==> src/rtl/data_mem_arbiter.sv <==
// Two-port data-memory arbiter: CPU (port 0) and debug/loader (port 1) share one memory.
// Optional round-robin contention policy enabled by macro DATA_ARB_RR_EN; fixed CPU priority otherwise.
module data_mem_arbiter #(
    parameter int unsigned WIDTH = 32
) (
    input  logic             clk,
    input  logic             rst_n,

    input  logic             cpu_req,
    input  logic             cpu_we,
    input  logic [WIDTH-1:0] cpu_addr,
    input  logic [WIDTH-1:0] cpu_wdata,
    input  logic [2:0]       cpu_mode,
    output logic             cpu_gnt,
    output logic             cpu_done,
    output logic [WIDTH-1:0] cpu_rdata,

    input  logic             dbg_req,
    input  logic             dbg_we,
    input  logic [WIDTH-1:0] dbg_addr,
    input  logic [WIDTH-1:0] dbg_wdata,
    input  logic [2:0]       dbg_mode,
    input  logic             dbg_lock,
    output logic             dbg_gnt,
    output logic             dbg_done,
    output logic [WIDTH-1:0] dbg_rdata,

    output logic [WIDTH-1:0] mem_A,
    output logic [WIDTH-1:0] mem_WD,
    output logic             mem_WE,
    output logic [2:0]       mem_modeBU,
    input  logic [WIDTH-1:0] mem_RD
);

    typedef enum logic {
        SHARED     = 1'b0,
        DBG_LOCKED = 1'b1
    } state_e;

    state_e state_q, state_d;

    logic cpu_win;
    logic dbg_win;

`ifdef DATA_ARB_RR_EN
    // Pointer: 0 = CPU owns the next contended cycle, 1 = debug does.
    logic ptr_q, ptr_d;
`endif

    logic             cpu_done_q, cpu_wr_q;
    logic             dbg_done_q, dbg_wr_q;
    logic [WIDTH-1:0] cpu_cap_q, dbg_cap_q;

    // Ownership FSM and grant decision.
    always_comb begin
        state_d = state_q;
        cpu_win = 1'b0;
        dbg_win = 1'b0;
        case (state_q)
            SHARED: begin
                if (cpu_req && dbg_req) begin
`ifdef DATA_ARB_RR_EN
                    cpu_win = ~ptr_q;
                    dbg_win = ptr_q;
`else
                    cpu_win = 1'b1;
`endif
                end else begin
                    cpu_win = cpu_req;
                    dbg_win = dbg_req;
                end
                if (dbg_win && dbg_lock) begin
                    state_d = DBG_LOCKED;
                end
            end
            DBG_LOCKED: begin
                dbg_win = dbg_req;
                if (!dbg_lock) begin
                    state_d = SHARED;
                end
            end
            default: state_d = SHARED;
        endcase
    end

`ifdef DATA_ARB_RR_EN
    // Hand the next contended cycle to whoever lost this one.
    always_comb begin
        ptr_d = ptr_q;
        if (state_q == SHARED && cpu_req && dbg_req) begin
            ptr_d = cpu_win;
        end
    end

    always_ff @(posedge clk or negedge rst_n) begin
        if (!rst_n) begin
            ptr_q <= 1'b0;
        end else begin
            ptr_q <= ptr_d;
        end
    end
`endif

    always_ff @(posedge clk or negedge rst_n) begin
        if (!rst_n) begin
            state_q <= SHARED;
        end else begin
            state_q <= state_d;
        end
    end

    // Memory command follows the winning requester; idle bus is all zeros.
    always_comb begin
        mem_A      = '0;
        mem_WD     = '0;
        mem_WE     = 1'b0;
        mem_modeBU = 3'b000;
        if (cpu_win) begin
            mem_A      = cpu_addr;
            mem_WD     = cpu_wdata;
            mem_WE     = cpu_we;
            mem_modeBU = cpu_mode;
        end else if (dbg_win) begin
            mem_A      = dbg_addr;
            mem_WD     = dbg_wdata;
            mem_WE     = dbg_we;
            mem_modeBU = dbg_mode;
        end
    end

    // Completion tracking and read-data capture per port.
    always_ff @(posedge clk or negedge rst_n) begin
        if (!rst_n) begin
            cpu_done_q <= 1'b0;
            cpu_wr_q   <= 1'b0;
            cpu_cap_q  <= '0;
            dbg_done_q <= 1'b0;
            dbg_wr_q   <= 1'b0;
            dbg_cap_q  <= '0;
        end else begin
            cpu_done_q <= cpu_win;
            cpu_wr_q   <= cpu_win & cpu_we;
            dbg_done_q <= dbg_win;
            dbg_wr_q   <= dbg_win & dbg_we;
            if (cpu_win && !cpu_we) begin
                cpu_cap_q <= mem_RD;
            end
            if (dbg_win && !dbg_we) begin
                dbg_cap_q <= mem_RD;
            end
        end
    end

    assign cpu_gnt   = cpu_win;
    assign dbg_gnt   = dbg_win;
    assign cpu_done  = cpu_done_q;
    assign dbg_done  = dbg_done_q;
    // A write completion reports zero; the last read value reappears afterwards.
    assign cpu_rdata = cpu_wr_q ? '0 : cpu_cap_q;
    assign dbg_rdata = dbg_wr_q ? '0 : dbg_cap_q;

endmodule

==> config.mk <==
export PLATFORM = sky130hd
export DESIGN_NAME = data_mem_arbiter
export DESIGN_NICKNAME = d
export VERILOG_FILES = /design/src/rtl/data_mem_arbiter.sv
export SDC_FILE = /design/constraint.sdc
export NUM_CORES = 1
export LEC_CHECK = 0
export CORE_AREA = 2 2 121 123
export DETAILED_ROUTE_END_ITERATION = 7
export DIE_AREA = 0 0 123 125
export GPL_ROUTABILITY_DRIVEN = 0
export PLACE_DENSITY = 0.81
export SLEW_MARGIN = 30
export SYNTH_ARGS = -nofsm -noshare
export SYNTH_HDL_FRONTEND = slang
export SYNTH_SLANG_ARGS = --single-unit
==> constraint.sdc <==
create_clock -name clk -period 2.5 [get_ports clk]
set_clock_uncertainty 0.2 [all_clocks]
set_input_delay 0.5 -clock clk [delete_from_list [all_inputs] [get_ports clk]]
set_output_delay 0.5 -clock clk [all_outputs]
set_load 0.005 [all_outputs]
==> results of run 1 <==
==> critical path, delay by kind of cell (launching register included) <==
kind,cells,cell delay (ns)
buffers and inverters,3,0.76
DFF,1,0.37
and+or+nand+nor,3,0.37
==> power groups by stage <==
stage / combinational (W) / clock [W] / sequential, W
after floorplan: 0.000558 / 0 / 0.00140
after global placement: 0.00157 / 0 / 0.00141
after global routing: 0.00173 / 0.00156 / 0.00143
final: 0.00161 / 0.00147 / 0.00140
after CTS: 0.00163 / 0.00150 / 0.00140
after detailed placement: 0.00158 / 0 / 0.00142
==> stage by stage <==
| stage | instance area [sq um] | power [W] | setup WS, ns |
|---|---|---|---|
| after CTS | 7875 | 0.004536 | -0.1425 |
| after global placement | 7296 | 0.002977 | -0.4366 |
| after floorplan | 3934 | 0.001955 | 0.4464 |
| after detailed placement | 7296 | 0.003007 | -0.4429 |
| after global routing | 7933 | 0.004718 | -0.1002 |
| final | 7933 | 0.004473 | -0.02647 |
==> cell type report <==
type | count | area share
multi-input cells | 338 | 0.2640
inverters | 1 | 0.001104
clock inverters | 5 | 0.01341
flip-flops and latches | 69 | 0.2177
repair buffers | 337 | 0.4442
well taps | 184 | 0.02902
clock buffers | 11 | 0.03060
==> kinds of logic after synthesis <==
kind of cell / synth area share
compound gates: 0.001909
mux: 0.1832
simple gates: 0.3302
flops: 0.4389
buf+inv: 0.04580
==> what timing repair did <==
| item | CTS | global route |
|---|---|---|
| endpoints found under the hold margin | 0 | 0 |
| pin swaps | 0 | 2 |
| endpoints found under the setup margin | 70 | 58 |
| gates cloned | 5 | 0 |
| buffers inserted | 4 | 0 |
| resized for setup | 62 | 56 |
==> how the worst max path moves through the flow <==
stage                        from         end  cells after the start
after floorplan           dbg_req   mem_A[11]                      5
after global placement    cpu_req   mem_A[23]                      7
after detailed placement  cpu_req   mem_A[23]                      7
after CTS                 state_q  mem_WD[31]                      6
after global routing      state_q   mem_WD[6]                      6
final                     state_q   mem_WD[6]                      6
==> flip-flops by register name (all words and copies together) (netlist names) <==
register	count
cpu_cap_q	32
dbg_cap_q	32
cpu_done	1
cpu_wr_q	1
dbg_done	1
dbg_wr_q	1
state_q	1
==> metal layers <==
layer / up-vias / share of wire
met2: 212 / 0.51
met4: 0 / 0.049
met5: - / 0
met1: 2012 / 0.38
met3: 34 / 0.067
li1: 2072 / -
==> cells in the mapped netlist <==
| master | n | area, sq um |
|---|---|---|
| and2_1 | 2 | 12.51 |
| and3_1 | 1 | 6.260 |
| buf_2 | 6 | 30.03 |
| buf_4 | 4 | 30.03 |
| buf_6 | 3 | 33.78 |
| clkbuf_1 | 22 | 82.58 |
| dfrtp_1 | 69 | 1727 |
| inv_2 | 1 | 3.750 |
| mux2_1 | 8 | 90.09 |
| mux2_2 | 56 | 630.6 |
| nand2_1 | 134 | 503.0 |
| nand2b_1 | 1 | 6.260 |
| nand3_1 | 67 | 335.3 |
| nor2_1 | 1 | 3.750 |
| nor2b_1 | 65 | 406.6 |
| nor3b_4 | 1 | 18.77 |
| o21a_1 | 1 | 7.510 |
| or2_2 | 1 | 6.260 |
==> run summary, run 1 <==
Status = complete, but fails checks
Failing checks = setup timing
Filler instances = 1289
Final core occ = 0.5585
Mapped Nets = 616
Pin count of the biggest net entering global routing = 38
Detailed Route Iter0 Violations = 264
Antenna violations before repair = 0
Clock Power Share = 0.328
Reg-to-reg startpoint = state_q
Achievable Freq = 395.8 MHz
Cells after Synth = 443
Post-Syn Area = 0.003934 sq mm
Crit Path Max Fanout = 18
Yosys cell types = 18
CP startpoint kind = register
Final period util = 1.011
DP Wirelength = 13260 um
Int Pwr = 0.003379 W
Worst reg-to-reg path cell count = 6
Reg clk slew, reported paths = 0.06 ns
CTS tree = done
Crit path required time = 1.80 ns
Synth Register Bits = 69
Setup crit end kind = output port
Final WL = 17100 um
Worst vdd ir = 0.0002967 V
Setup_tns = -0.03016 ns
Starting Density = 0.2770
Yosys warnings = 0
Switch Pwr = 0.001095 W
Sequential cell area = 0.001727 sq mm
H-tree levels = 3
GR peak layer = met2
Slew @ Worst Pin = 0.4356 ns
RSZ-0062 raised after global routing = true
Power per cell area = 563.9 mW/mm^2
Met3 usage = 0.04699
Die area = 0.01538 sq mm
TritonCTS Buffers = 9
Kind of critical path = register to output port
Residual DRC = 0
Hold WC Path Type = input port to asynchronous set/reset pin
Crit path top cell by count = nand2_1
Comb pwr share = 0.359
Global-route wire length before repair = 25260 um
Average routed wire per standard cell = 18.09 um
Reg power frac = 0.313
Core Box Area = 0.01420 sq mm
Commonest non-fill, non-tap cells in the layout = clkdlybuf4s50_1, nand2_1, dfrtp_1
Area occupied by multi-input gates = 0.002095 sq mm
Final ANT Viol Nets = 0
Final hold slack = 0.01194 ns
Final Slew Violations = 0
Vias in the first global route = 4434
Number of vias per cell = 4.582
Slowest stage delay, CP = 0.50 ns
Area growth syn-to-layout = 101.7%
Fraction of layout cells with a size suffix above 1 = 0.1721
Worst Setup Slack, final = -0.02647 ns
Synth Area per Inst = 8.880 sq um
Die width = 123 um
Endpoints failing setup = 2
Buffers on Ports = 308
# IOs = 309
Routing usage on met2 = 0.3819
Commonest non-fill, non-tap cell in the layout = clkdlybuf4s50_1
FF-to-FF setup slack = 0.62 ns
Hold_buf cts = 0
Pleak = 3.887 nW
Clk_lat worst skew = 0.32 ns
Row count = 44
Vias after detailed routing = 4330
Reg2reg end = dbg_cap_q[8]
Finished Layout Cells = 945
Total grt overflow = 0
Min Tclk post-route = 2.526 ns
GRT met1 Usage = 0.2536
Clk sinks = 69
Overall Global Routing Usage = 0.2207
Worst path cell trace = nand2b_4 > inv_6 > buf_12 > nand2_1 > nand2_1 > clkdlybuf4s50_1
Sw Share = 0.2447
Initial DRT Pass Iterations = 4
Placed Cells incl. Taps = 920
Max Cap Viol = 0
Final hold vios = 0
Slowest-stage cell, CP = clkdlybuf4s50_1
Layout Nets = 929
WP data arrival = 1.83 ns
CTS Buffer Depth = 2
Die Ht = 125 um
Max-slew headroom = 0.7096
Ant diodes = 0
Register area share after synthesis = 0.4389
Root Driver = clkbuf_16
(Power assumes the default switching activity.)
==> run 2: changes to the inputs <==
--- a/config.mk
+++ b/config.mk
@@ -9,7 +9,8 @@
 export DETAILED_ROUTE_END_ITERATION = 7
 export DIE_AREA = 0 0 123 125
 export GPL_ROUTABILITY_DRIVEN = 0
-export PLACE_DENSITY = 0.81
+export HOLD_SLACK_MARGIN = 0.1
+export PLACE_DENSITY = 0.68
 export SLEW_MARGIN = 30
 export SYNTH_ARGS = -nofsm -noshare
 export SYNTH_HDL_FRONTEND = slang
==> run 2 against run 1 <==
  * The flow now finishes without violations
  * Die area unchanged
  * Clock-buffer cell count down 2
  * Wire length down 5.5%
  * Critical path depth unchanged
  * Worst setup slack better by 0.062 ns
  * Clock power down 7%
  * Design area down 1.4%
  * Register-to-register slack worse by 0.11 ns
  * Power down 2.9%
  * Flip-flop and latch count unchanged
  * Combinational power down 2%
  * Non-clock buffer count up 11
  * Critical path type unchanged
  * Highest routed layer unchanged
==> run summary, run 2 (same netlist as run 1, synthesis figures left out) <==
Status = complete, no violations
Final hold vios = 0
Place WS = -0.5410 ns
Vias after detailed routing = 4378
Min Tclk post-route = 2.464 ns
Power per cell area = 555.3 mW/mm^2
Setup_tns = 0 ns
Clk sinks = 69
# IOs = 309
Fraction of layout cells with a size suffix above 1 = 0.1710
TritonCTS Buffers = 9
Buffers on Ports = 308
Crit Path Max Fanout = 3
Kind of critical path = register to output port
Antenna violations before repair = 0
Clock Power Share = 0.313
Detailed Route Iter0 Violations = 196
Die Ht = 125 um
DP Wirelength = 12210 um
Crit path required time = 1.80 ns
Pin count of the biggest net entering global routing = 33
Top Registers = cpu_cap_q: 32 flops, dbg_cap_q: 32 flops
Layout Nets = 940
Vias in the first global route = 4535
Comb pwr share = 0.363
Max Cap Viol = 0
Slew @ Worst Pin = 0.6703 ns
Number of vias per cell = 4.579
Die area = 0.01538 sq mm
Total Power = 0.004343 W
Pleak = 3.591 nW
Int Pwr = 0.003230 W
Ant diodes = 0
RSZ-0062 raised after global routing = true
Final ANT Viol Nets = 0
Final WL = 16150 um
Initial DRT Pass Iterations = 4
Switch Pwr = 0.001113 W
Total grt overflow = 0
Max-slew headroom = 0.5531
Root Driver = clkbuf_16
Setup crit end kind = output port
Worst Setup Slack, final = 0.03585 ns
Residual DRC = 0
Row count = 44
Hold WC Path Type = register to register
Reg power frac = 0.325
Commonest non-fill, non-tap cell in the layout = clkdlybuf4s50_1
Final period util = 0.9857
Die width = 123 um
Starting Density = 0.2770
WP data arrival = 1.76 ns
Sw Share = 0.2563
Global-route wire length before repair = 24370 um
Reg clk slew, reported paths = 0.06 ns
Achievable Freq = 405.8 MHz
Core Box Area = 0.01420 sq mm
Endpoints failing setup = 0
Worst vdd ir = 0.0002868 V
Final Slew Violations = 0
CTS Buffer Depth = 2
Overall Global Routing Usage = 0.2026
Area growth syn-to-layout = 98.85%
Clk_lat worst skew = 0.32 ns
CTS tree = done
Commonest non-fill, non-tap cells in the layout = clkdlybuf4s50_1, nand2_1, dfrtp_1
CP startpoint kind = register
Average routed wire per standard cell = 16.89 um
H-tree levels = 3
run 2: cell types whose count changed in the layout (fill, tap and decap cells not counted), moves of 8 or more:
| cell | change |
|---|---|
| clkdlybuf4s15_1 | +19 |
| dlymetal6s2s_1 | -27 |
| buf_2 | +8 |
| buf_4 | +11 |
| dlygate4sd2_1 | +14 |
| clkbuf_2 | -9 |
run 2: repair_timing:
action	4_1_cts	5_1_grt
endpoints found under the setup margin	70	9
cloned	3	1
resized for setup	114	30
buffers inserted	4	6
hold endpoints to repair	25	0
hold buffers	1	0
run 2: cell type report:
type,instances,area [sq um]
multi-input combinational,338,2052
clock buffer,9,225.2
sequential,69,1727
fill,1314,6381
inverter,1,11.26
clock inverter,7,97.59
tap,184,230.2
timing repair buffer,348,3480
run 2: routing by layer:
| layer | GRT usage | vias up | wire, um |
|---|---|---|---|
| met5 | 0 | - | 0 |
| met4 | 0.07353 | 0 | 489 |
| met3 | 0.05201 | 29 | 1228 |
| met2 | 0.3529 | 200 | 8102 |
| met1 | 0.2377 | 2057 | 6326 |
| li1 | - | 2092 | - |
run 2: critical path: stages, from the launching register on:
cell and delay, ns:
dfrtp_1 0.38, nand2b_4 0.20, buf_6 0.14, buf_4 0.12, and3_1 0.18, or2_2 0.29, clkbuf_2 0.12
run 2: power by group through the flow:
stage / registers [W] / logic, W / clock network [W]
after floorplan: 0.00140 / 0.000558 / 0
after global placement: 0.00141 / 0.00155 / 0
after detailed placement: 0.00143 / 0.00157 / 0
after CTS: 0.00141 / 0.00157 / 0.00139
after global routing: 0.00144 / 0.00170 / 0.00143
final: 0.00141 / 0.00157 / 0.00136
run 2: path summary, 6_finish.rpt:
kind                                    start             to  slack, ns  cells past startpoint
worst max-delay path                  state_q         mem_WE       0.04                      6
worst min-delay path            dbg_cap_q[14]  dbg_cap_q[14]       0.28                      1
worst max register to register        state_q   cpu_cap_q[3]       0.51                      7
worst min register to register  dbg_cap_q[14]  dbg_cap_q[14]       0.28                      1
max in group asynchronous               rst_n   dbg_cap_q[0]       0.83                      3
min in group asynchronous               rst_n  dbg_cap_q[17]       0.55                      2
run 2: stage by stage:
step	instances	area [sq um]	hold WS, ns	util
after floorplan	443	3934	0.004409	-
after global placement	925	7308	0.2601	0.5145
after detailed placement	925	7308	0.2698	0.5145
after CTS	949	7727	0.2821	0.5440
after global routing	956	7823	0.2930	0.5507
final	956	7823	0.2813	0.5507
